File: config.mk
export PLATFORM = sky130hd
export DESIGN_NAME = sub_seq
export DESIGN_NICKNAME = d
export VERILOG_FILES = /design/src/rtl/sub_seq_pkg.sv /design/src/rtl/sub_seq_group_sub.sv /design/src/rtl/sub_seq.sv
export SDC_FILE = /design/constraint.sdc
export NUM_CORES = 1
export LEC_CHECK = 0
export CAP_MARGIN = 0
export CORE_MARGIN = 3
export CORE_UTILIZATION = 50
export DETAILED_ROUTE_END_ITERATION = 16
export PLACE_DENSITY = 0.82
export REMOVE_ABC_BUFFERS = 1
export SYNTH_ARGS = -nofsm -noshare
export SYNTH_HDL_FRONTEND = slang
export SYNTH_SLANG_ARGS = --single-unit
File: constraint.sdc
create_clock -name clk_i -period 3.82 [get_ports clk_i]
set_input_delay 0.382 -clock clk_i [delete_from_list [all_inputs] [get_ports clk_i]]
set_output_delay 0.382 -clock clk_i [all_outputs]
set_load 0.005 [all_outputs]
File: src/rtl/sub_seq_pkg.sv
// sub_seq_pkg: shared widths, state encoding and helpers for the multi-cycle subtractor.
package sub_seq_pkg;
    localparam int DEF_INPUTSIZE = 32;
    localparam int DEF_GROUPSIZE = 4;
    typedef enum logic [1:0] {
        S_IDLE = 2'd0,
        S_CALC = 2'd1,
        S_NEG  = 2'd2,
        S_DONE = 2'd3
    } state_e;
    function automatic int cnt_width(input int ng);
        return (ng > 1) ? $clog2(ng) : 1;
    endfunction
endpackage

File: src/rtl/sub_seq_group_sub.sv
// group_sub: combinational Groupsize-bit subtractor with borrow in/out.
module group_sub #(
    parameter int Groupsize = 4
) (
    input  logic [Groupsize-1:0] a_i,
    input  logic [Groupsize-1:0] b_i,
    input  logic                 bin_i,
    output logic [Groupsize-1:0] d_o,
    output logic                 bout_o
);
    // Wraparound in Groupsize+1 bits leaves the borrow in the MSB.
    assign {bout_o, d_o} = {1'b0, a_i} - {1'b0, b_i} - {{Groupsize{1'b0}}, bin_i};
endmodule

File: src/rtl/sub_seq.sv
// sub_seq: group-serial unsigned a-b, one group per cycle LSB first, sign-magnitude result.
module sub_seq
    import sub_seq_pkg::*;
#(
    parameter int INPUTSIZE = DEF_INPUTSIZE,
    parameter int GROUPSIZE = DEF_GROUPSIZE
) (
    input  logic                 clk_i,
    input  logic                 rst_ni,
    input  logic                 in_valid_i,
    output logic                 in_ready_o,
    input  logic [INPUTSIZE-1:0] a_i,
    input  logic [INPUTSIZE-1:0] b_i,
    output logic                 out_valid_o,
    input  logic                 out_ready_i,
    output logic [INPUTSIZE:0]   result_o
);
    localparam int NG = INPUTSIZE / GROUPSIZE;
    localparam int CW = cnt_width(NG);

    if (INPUTSIZE % GROUPSIZE != 0) begin : g_bad_size
        $error("INPUTSIZE must be a multiple of GROUPSIZE");
    end

    state_e               state_q, state_d;
    logic [CW-1:0]        cnt_q, cnt_d;
    logic                 borrow_q, borrow_d;
    logic [INPUTSIZE-1:0] diff_q, diff_d;
    logic [INPUTSIZE-1:0] a_q, a_d, b_q, b_d;
    logic [INPUTSIZE:0]   result_q, result_d;
    logic [GROUPSIZE-1:0] grp_d;
    logic                 grp_bout;

    group_sub #(.Groupsize(GROUPSIZE)) u_group_sub (
        .a_i    (a_q[cnt_q*GROUPSIZE +: GROUPSIZE]),
        .b_i    (b_q[cnt_q*GROUPSIZE +: GROUPSIZE]),
        .bin_i  (borrow_q),
        .d_o    (grp_d),
        .bout_o (grp_bout)
    );

    always_comb begin
        state_d  = state_q;
        cnt_d    = cnt_q;
        borrow_d = borrow_q;
        diff_d   = diff_q;
        a_d      = a_q;
        b_d      = b_q;
        result_d = result_q;
        unique case (state_q)
            S_IDLE: if (in_valid_i) begin
                a_d      = a_i;
                b_d      = b_i;
                cnt_d    = '0;
                borrow_d = 1'b0;
                state_d  = S_CALC;
            end
            S_CALC: begin
                diff_d[cnt_q*GROUPSIZE +: GROUPSIZE] = grp_d;
                borrow_d = grp_bout;
                cnt_d    = cnt_q + 1'b1;
                state_d  = (cnt_q == CW'(NG-1)) ? S_NEG : S_CALC;
            end
            S_NEG: begin
                // A final borrow means a<b, so the magnitude is the two's complement of diff.
                result_d = borrow_q ? {1'b1, ~diff_q + INPUTSIZE'(1)} : {1'b0, diff_q};
                state_d  = S_DONE;
            end
            S_DONE: state_d = out_ready_i ? S_IDLE : S_DONE;
            default: state_d = S_IDLE;
        endcase
    end

    always_ff @(posedge clk_i) begin
        if (!rst_ni) begin
            state_q  <= S_IDLE;
            cnt_q    <= '0;
            borrow_q <= 1'b0;
            diff_q   <= '0;
            a_q      <= '0;
            b_q      <= '0;
            result_q <= '0;
        end else begin
            state_q  <= state_d;
            cnt_q    <= cnt_d;
            borrow_q <= borrow_d;
            diff_q   <= diff_d;
            a_q      <= a_d;
            b_q      <= b_d;
            result_q <= result_d;
        end
    end

    assign in_ready_o  = (state_q == S_IDLE);
    assign out_valid_o = (state_q == S_DONE);
    assign result_o    = result_q;
endmodule
==> results.sh <==
export IMPL_grt_pass1_vias=5512
export IMPL_synth_common_cells="182 x nand2_1, 135 x dfxtp_1, 91 x a21oi_1"
export IMPL_hold_viol=0
export IMPL_grt_usage_pct=22.4
export IMPL_crit_chain="buf_4, mux4_2, nand2_1, nand2_1, fa_1, ha_1, nand2b_1, xnor2_1, nor2_1, mux2i_1, o31ai_1"
export IMPL_drv_cap=0
export IMPL_synthCells=762
export IMPL_timing_hold_ws_ns=0.445
export IMPL_ys_warnings_count=0
export IMPL_hpwl_mm=10.8
export IMPL_yosysSeqAreaShare_pct=41.9
export IMPL_setup_worst_path_end_class="flip-flop"
export IMPL_synthesis_area_um2=6450
export IMPL_clk_latency_ns=0.42
export IMPL_pwr_share_seq_pct=39.3
export IMPL_p_leak_nw=3.11
export IMPL_grt_remaining_overflow=0
export IMPL_worstPathMaxFanout=20
export IMPL_critPathLaunchType="flip-flop"
export IMPL_synth_edff_count=0
export IMPL_synth_simple_area_share_pct=22.0
export IMPL_vias_per_cell=5.51
export IMPL_max_stage_delay_ns=0.54
export IMPL_ys_top_cells_by_area="dfxtp_1 42%, nand2_1 11%, a21oi_1 7.1%, mux4_2 4.9%, mux2i_1 4.2%"
export IMPL_synth_top_area_cell="dfxtp_1"
export IMPL_cts_resized=0
export IMPL_drive_gt1_share_pct=9.38
export IMPL_tightest_slew_ns=1.02
export IMPL_cts_buffers=17
export IMPL_n_antenna_cell=0
export IMPL_postRouteAntennaNets=0
export IMPL_syn2layout_area_growth_pct=26.9
export IMPL_die_height_um=120
export IMPL_nets=922
export IMPL_powerDensity_nw_per_um2=462
export IMPL_first_iter_violations=302
export IMPL_core_area_um2=12300
export IMPL_route_detailed_drc=0
export IMPL_io_pins=103
export IMPL_cp_slowest_cell="mux4_2"
export IMPL_hold_path_class="flip-flop to flip-flop"
export IMPL_fin_crit_sh_pct=85.5
export IMPL_synth_area_mux_share_pct=9.25
export IMPL_ys_ff_latch=135
export IMPL_cts_hold_buffers=0
export IMPL_initial_core_util_pct=52.4
export IMPL_worstPathArrival_ns=3.55
export IMPL_clock_sinks=135
export IMPL_clock_skew_ns=0.00740
export IMPL_ir_drop_mv=0.250
export IMPL_grt_start_max_net_pins=65
export IMPL_internal_power_mw=2.88
export IMPL_clkSlewWorstSetupHoldPaths_ns=0.06
export IMPL_clockBufferDepth=2
export IMPL_p_sw_mw=0.910
export IMPL_place_port_buffers=102
export IMPL_dr_pass1_iters=5
export IMPL_grt_pass1_wl_mm=26.1
export IMPL_crit_type="flip-flop to flip-flop"
export IMPL_antenna_found_initial=0
export IMPL_ys_flop_type="dfxtp_1"
export IMPL_rsz0062_at_grt="false"
export IMPL_timing_critical_path_mode_cell="nand2_1"
export IMPL_report_final_slew_viol_count=0
export IMPL_post_route_util_pct=66.5
export IMPL_rows=40
export IMPL_synth_fa_ha_area_share_pct=2.95
export IMPL_synth_compound_area_share_pct=15.7
export IMPL_cp_required_ns=4.10
export IMPL_synth_most_common_cell="nand2_1"
export IMPL_root_buffer="clkbuf_16"
export IMPL_fin_setup_tns_ns=0
export IMPL_dieArea_um2=14300
export IMPL_relSlewSlack_pct=31.9
export IMPL_clkPwrFrac_pct=48.0
export IMPL_fmax_mhz=306
export IMPL_vias=5625
export IMPL_avgSynthCellArea_um2=8.47
export IMPL_wl_mm=15.5
export IMPL_finalSetupViolations=0
export IMPL_comb_power_share_pct=12.7
export IMPL_synth_cell_type_count=58
export IMPL_synth_xor_area_share_pct=3.80
export IMPL_post_cts_setup_buffers=0
export IMPL_cp_top_family="multiplexers"
export IMPL_ys_async_sr_fraction_pct=0
export IMPL_run_status="finished, final reports clean"
export IMPL_wire_per_inst_um=15.2
export IMPL_die_x_um=120
export IMPL_dp_cells=989
export IMPL_tritoncts="built"
export IMPL_gp_congestion=0.864
export IMPL_synth_top_area_share_pct=41.9
export IMPL_period_minus_slack_ns=3.26
export IMPL_final_cells=1021
export IMPL_swShare_pct=24.0
export IMPL_htree_levels=4
export IMPL_crit_buf_inv=1
export IMPL_synth_top_family_by_area="simple AND/OR/NAND/NOR gates"
## tightest hold or removal path, stage by stage, from the launching register on
cell,delay [ns]
dfxtp_1,0.30
nand2_1,0.05
o21ai_1,0.05
## layout by cell type (no fill, tap or decap), types with 3 or more instances in the layout
master           instances
clkdlybuf4s50_1        102
dfxtp_1                135
o21a_1                   3
clkinv_2                 3
nor3_1                  11
o41ai_2                  5
xor2_1                  22
a21oi_1                 91
nand2b_1                10
mux2i_1                 27
nor4_4                   3
nand2_1                181
mux4_2                  14
o21ai_1                  4
o31ai_1                 10
o22ai_1                  4
clkbuf_8                 3
ha_1                    12
and3_1                   4
a211oi_1                11
clkbuf_16               17
nor2_1                  51
nand3_1                 22
bufinv_16                5
o21ai_0                 24
nor2b_1                  4
inv_1                   11
xnor2_1                  6
buf_4                    9
## metrics by stage
step,total power [mW],worst slack (ns),area (um^2)
after floorplan,1.81,0.466,6220
after global placement,1.98,0.712,7530
after detailed placement,1.99,0.606,7530
after CTS,3.80,0.573,8190
after global routing,3.92,0.322,8190
final,3.79,0.555,8190
## layer usage
metal / up-vias / wire (um) / GRT usage, %
met1: 2625 / 6520 / 26.5
li1: 2787 / - / -
met4: 0 / 331 / 7.52
met3: 31 / 847 / 5.61
met5: - / 0 / 0
met2: 182 / 7820 / 39.5
## sequential cells by signal, summed over array words and instances (netlist names)
| register | cells |
|---|---|
| b_q | 32 |
| cnt_q | 3 |
| borrow_q | 1 |
| state_q | 2 |
| a_q | 32 |
| result_o | 33 |
| diff_q | 32 |
## cell type report
type | count | area [um^2]
clock buffer | 21 | 470
clock inverter | 11 | 193
fill | 1029 | 4120
inverter | 13 | 50.0
multi-input combinational | 562 | 3470
sequential | 135 | 2700
tap | 168 | 210
timing repair buffer | 111 | 1090
## logic make-up after synthesis
logic type / after synthesis
compound gates: 167
xor+xnor: 28
fa+ha+maj: 14
buf+inv: 65
flops: 135
mux: 42
simple gates: 311
## path summary, 6_finish.rpt
kind | from | to | slack [ns] | cells after the start
setup / recovery | cnt_q[0] | diff_q[11] | 0.56 | 11
hold / removal | result_o[29] | result_o[29] | 0.45 | 2
hold reg to reg | result_o[29] | result_o[29] | 0.45 | 2
setup reg to reg | cnt_q[0] | diff_q[11] | 0.56 | 11
## power groups by stage
stage	sequential [mW]	combinational, mW	clock, mW
final	1.49	0.479	1.82
after global routing	1.49	0.526	1.90
after CTS	1.49	0.479	1.83
after detailed placement	1.52	0.475	0
after global placement	1.52	0.465	0
after floorplan	1.52	0.293	0
Note: power is estimated with default switching activity, not from simulation.
